==> config.mk <==
export PLATFORM = sky130hd
export DESIGN_NAME = jtdd_objdma
export DESIGN_NICKNAME = d
export VERILOG_FILES = /design/src/rtl/jtdd_pkg.sv /design/src/rtl/jtdd_objdma.sv
export SDC_FILE = /design/constraint.sdc
export NUM_CORES = 1
export LEC_CHECK = 0
export CAP_MARGIN = 20
export CORE_ASPECT_RATIO = 0.9
export CORE_MARGIN = 5
export CORE_UTILIZATION = 50
export DETAILED_ROUTE_END_ITERATION = 10
export GPL_ROUTABILITY_DRIVEN = 0
export PLACE_DENSITY = 0.8
export SYNTH_ARGS = -nofsm -noshare
export SYNTH_HDL_FRONTEND = slang
export SYNTH_SLANG_ARGS = --single-unit
export TNS_END_PERCENT = 50
==> constraint.sdc <==
create_clock -name clk -period 2.6 [get_ports clk]
set_input_delay 0.65 -clock clk [delete_from_list [all_inputs] [get_ports clk]]
set_output_delay 0.65 -clock clk [all_outputs]
set_load 0.05 [all_outputs]
==> src/rtl/jtdd_pkg.sv <==
// Shared types and constants for the object-table DMA sequencer.
package jtdd_pkg;

    typedef enum logic [2:0] {
        IDLE,
        REQ,
        COPY,
        DRAIN,
        RELEASE
    } objdma_state_t;

    // Work-RAM byte address seen by the board when obj_AB == 0.
    localparam logic [12:0] OBJ_BASE = 13'h1E00;

endpackage

==> src/rtl/jtdd_objdma.sv <==
// Object-table DMA: once per frame, borrows the 6809 bus and copies the 2^AW-byte
// object table from work RAM into the object line-engine buffer.
module jtdd_objdma
    import jtdd_pkg::*;
#(
    parameter int AW     = 9,
    parameter int RD_LAT = 1
) (
    input  logic          clk,
    input  logic          nRESET,
    input  logic          cen,
    input  logic          LVBL,
    input  logic          dma_en,
    input  logic          bus_ack,
    output logic          bus_req,
    output logic          blcnten,
    output logic [AW-1:0] obj_AB,
    input  logic [7:0]    ram_dout,
    output logic          buf_we,
    output logic [AW-1:0] buf_addr,
    output logic [7:0]    buf_din,
    output logic          busy,
    output logic          done,
    output logic          late
);

    objdma_state_t     state_q, state_d;
    logic [AW:0]       rd_q, rd_d;
    logic [AW:0]       wr_q, wr_d;
    logic [RD_LAT-1:0] vld_q, vld_d;
    logic              bus_req_q, bus_req_d;
    logic              done_q, done_d;
    logic              late_q, late_d;
    logic              last_lvbl_q;
    logic              active, issue, wr_en, lvbl_fall, lvbl_rise;

    assign active    = (state_q == COPY) || (state_q == DRAIN);
    assign lvbl_fall = last_lvbl_q & ~LVBL;
    assign lvbl_rise = ~last_lvbl_q & LVBL;

    // bus_ack gates the RAM override directly so it lets go on the very tick the grant drops.
    assign issue = active & bus_ack & ~rd_q[AW];
    // vld_q[RD_LAT-1] marks that ram_dout now holds the byte addressed RD_LAT ticks ago.
    assign wr_en = active & bus_ack & vld_q[RD_LAT-1];

    // NOTE: every always_comb output gets a default first, so no path can infer a latch.
    always_comb begin
        state_d   = state_q;
        rd_d      = rd_q;
        wr_d      = wr_q;
        bus_req_d = bus_req_q;
        done_d    = 1'b0;
        late_d    = late_q;
        vld_d[0]  = issue;
        for (int i = 1; i < RD_LAT; i++) vld_d[i] = vld_q[i-1];

        if (issue) rd_d = rd_q + (AW+1)'(1);
        if (wr_en) wr_d = wr_q + (AW+1)'(1);
        if (lvbl_rise && bus_req_q) late_d = 1'b1;

        case (state_q)
            IDLE: begin
                if (lvbl_fall && dma_en) begin
                    bus_req_d = 1'b1;
                    late_d    = 1'b0;
                    rd_d      = '0;
                    wr_d      = '0;
                    state_d   = REQ;
                end
            end
            REQ: begin
                if (bus_ack) state_d = COPY;
            end
            COPY, DRAIN: begin
                if (!bus_ack) begin
                    // Reads still in flight are lost; restart from the first unwritten byte.
                    rd_d    = wr_q;
                    vld_d   = '0;
                    state_d = REQ;
                end else if (wr_d[AW]) begin
                    state_d = RELEASE;
                end else if (rd_d[AW]) begin
                    state_d = DRAIN;
                end
            end
            RELEASE: begin
                bus_req_d = 1'b0;
                done_d    = 1'b1;
                state_d   = IDLE;
            end
            default: state_d = IDLE;
        endcase
    end

    // NOTE: sequential state uses non-blocking assignments so every flop samples pre-edge values.
    always_ff @(posedge clk or negedge nRESET) begin
        if (!nRESET) begin
            state_q     <= IDLE;
            rd_q        <= '0;
            wr_q        <= '0;
            vld_q       <= '0;
            bus_req_q   <= 1'b0;
            done_q      <= 1'b0;
            late_q      <= 1'b0;
            last_lvbl_q <= 1'b1;
        end else if (cen) begin
            state_q     <= state_d;
            rd_q        <= rd_d;
            wr_q        <= wr_d;
            vld_q       <= vld_d;
            bus_req_q   <= bus_req_d;
            done_q      <= done_d;
            late_q      <= late_d;
            last_lvbl_q <= LVBL;
        end
    end

    assign bus_req  = bus_req_q;
    assign busy     = bus_req_q;
    assign done     = done_q;
    assign late     = late_q;
    assign blcnten  = active & bus_ack;
    assign obj_AB   = rd_q[AW-1:0];
    assign buf_we   = wr_en;
    assign buf_addr = wr_q[AW-1:0];
    assign buf_din  = wr_en ? ram_dout : 8'h00;

endmodule

==> results.sh <==
export IMPL_status="finished clean"
export IMPL_syn_nets=223
export IMPL_io_pins=46
export IMPL_diodes=0
export IMPL_power_mw=1.75
export IMPL_arrival_ps=1710
export IMPL_synth_compound_area_frac=0.149
export IMPL_drc=0
export IMPL_yosys_cell_types_count=55
export IMPL_yosysWarnings=0
export IMPL_crit_path_start_kind="register"
export IMPL_grtUsageTotal=0.194
export IMPL_cp_max_fo=8
export IMPL_cts_setup_buffers=0
export IMPL_portBuffers=45
export IMPL_grt_overflow=0
export IMPL_root_buffer="clkbuf_8"
export IMPL_post_route_period_util=0.906
export IMPL_finalClockSkew_ps=5.71
export IMPL_synthMuxAreaShare=0.0389
export IMPL_first_global_vias=1627
export IMPL_hpwl_mm=3.52
export IMPL_path_cells="clkdlybuf4s50_1"
export IMPL_critPathRequiredTime_ps=1950
export IMPL_cts_sinks=28
export IMPL_min_delay_path_class="reg2reg"
export IMPL_async_reset_ff_frac=1.00
export IMPL_leakagePower_nw=1.08
export IMPL_dieHeight_um=68.9
export IMPL_synth_ff_latch_count=28
export IMPL_htree_levels=1
export IMPL_cts_path_max_buffers=2
export IMPL_synth_top_family_by_area="simple AND/OR/NAND/NOR gates"
export IMPL_via_count=1667
export IMPL_clk_latency_ps=280
export IMPL_crit_buf_inv=1
export IMPL_crit_path_top_delay_cell="clkdlybuf4s50_1"
export IMPL_via_per_inst=5.89
export IMPL_die_x_um=75.5
export IMPL_coreArea_um2=3730
export IMPL_cts_resized=0
export IMPL_critical_path_top_delay_family="buffers and inverters"
export IMPL_cpPeakStageDelay_ps=870
export IMPL_timing_final_crit_period_ps=2360
export IMPL_slew_headroom=0.647
export IMPL_setup_violations=0
export IMPL_routedWlPerCell_um=16.8
export IMPL_fin_nets=254
export IMPL_synthXorXnorAreaFrac=0.0402
export IMPL_grt_pass1_wl_mm=7.58
export IMPL_drive_above_1_share=0.177
export IMPL_hold_viol_final=0
export IMPL_cts_inserted_buffers=3
export IMPL_die_area_um2=5200
export IMPL_synth_simple_area_share=0.260
export IMPL_ys_seq_area_frac=0.364
export IMPL_totalWireLength_mm=4.75
export IMPL_cts_tree="done"
export IMPL_final_core_util=0.661
export IMPL_syn_inst=207
export IMPL_max_cap_violations=0
export IMPL_vdd_drop_max_uv=538
export IMPL_clock_fmax_mhz=424
export IMPL_synth_fa_ha_area_frac=0.0130
export IMPL_rsz0062_at_grt="no"
export IMPL_p_per_area_nw_per_um2=709
export IMPL_antenna_left=0
export IMPL_start_util=0.517
export IMPL_clk_pin_slew_ps=100
export IMPL_setup_worst_path_end_class="output pin"
export IMPL_num_rows=21
export IMPL_drt_iter0_drc=120
export IMPL_criticalPathCategory="reg2out"
export IMPL_worst_pin_slew_ps=528
export IMPL_antenna_found_initial=0
export IMPL_netlist_area_um2=1930
export IMPL_area_growth_pct=28.0
export IMPL_synth_avg_cell_area_um2=9.31
export IMPL_firstDrtPassIters=4
export IMPL_cts_hold_buf=0
export IMPL_synth_edf_count=0
export IMPL_grt_max_degree=29
export IMPL_synth_flop_cell="dfrtp_1"
export IMPL_slew_violations=0
final timing paths:
kind	from	end	slack, ps	cells past startpoint
setup / recovery	wr_q[3]	buf_addr[3]	240	1
hold / removal	rd_q[9]	rd_q[9]	520	1
setup reg to reg	state_q[2]	state_q[0]	460	5
hold reg to reg	rd_q[9]	rd_q[9]	520	1
max in group asynchronous	nRESET	last_lvbl_q	1540	2
min in group asynchronous	nRESET	rd_q[6]	740	2
registers in the layout, indices dropped and copies added, names as in the netlist:
signal       count
late             1
wr_q            10
state_q          3
last_lvbl_q      1
done             1
vld_q            1
rd_q            10
bus_req          1
logic make-up after synthesis:
group	count (synthesis)
AND/OR/NAND/NOR	81
flip-flops	28
XOR/XNOR	8
adder cells (fa/ha/maj)	2
buffers and inverters	38
multiplexers	7
AO/OA/AOI/OAI	43
layer usage:
layer  vias to the layer above  wire length [um]  global-route usage
li1                        783                 -                   -
met3                        10               414              0.0725
met4                         0                73              0.0590
met1                       802              2020               0.236
met2                        72              2240               0.319
met5                         -                 0                   0
synthesized netlist by cell type (4+ instances only):
master,number,area share
inv_1,7,0.014
a21oi_1,5,0.013
buf_4,21,0.082
dfrtp_1,27,0.35
nand4_1,5,0.016
nand3_1,5,0.013
and3_1,9,0.029
nor3_1,9,0.023
xnor2_1,4,0.018
clkbuf_1,5,0.0097
o21ai_0,15,0.039
nand2_1,17,0.033
nor2_1,17,0.033
cells in the final DEF, fill, tap and decap left out, types with 3 or more instances in the layout:
cell	Yosys	routed
mux2_2	3	3
buf_12	0	10
a21oi_1	5	5
nand4_1	5	5
a22o_1	3	3
clkdlybuf4s50_1	0	34
buf_4	21	11
xor2_1	3	3
clkbuf_8	3	3
nand3_1	5	5
dfrtp_1	27	27
nor2_1	17	17
nor3_1	9	9
o21ai_0	15	15
a22oi_1	3	3
and3_1	9	9
inv_1	7	7
mux2i_1	3	3
nand2_1	17	17
xnor2_1	4	4
o2bb2ai_1	3	3
through the flow:
step | TNS (ps) | hold slack, ps | worst slack, ps | instance area (um^2) | std cells
4_1_cts | 0 | 517 | 44.5 | 2460 | 282
2_1_floorplan | 0 | 354 | 87.3 | 1930 | 207
6_report | 0 | 519 | 244 | 2470 | 283
3_3_place_gp | -10.8 | 493 | -10.8 | 2380 | 278
5_1_grt | 0 | 535 | 160 | 2470 | 283
3_5_place_dp | -79.8 | 495 | -79.8 | 2380 | 278
power by group:
group	internal, mW	switching [mW]	total (mW)
registers	0.506	0.118	0.624
clock network	0.206	0.140	0.346
logic	0.304	0.474	0.778
total	1.02	0.732	1.75
area by class of cell:
type | instances | area, um^2
clock inverter | 1 | 30.0
tap | 46 | 57.6
timing repair buffer | 56 | 636
sequential | 28 | 702
clock buffer | 3 | 41.3
inverter | 7 | 26.3
fill | 321 | 1260
multi-input combinational | 142 | 975
(Power assumes the default switching activity.)
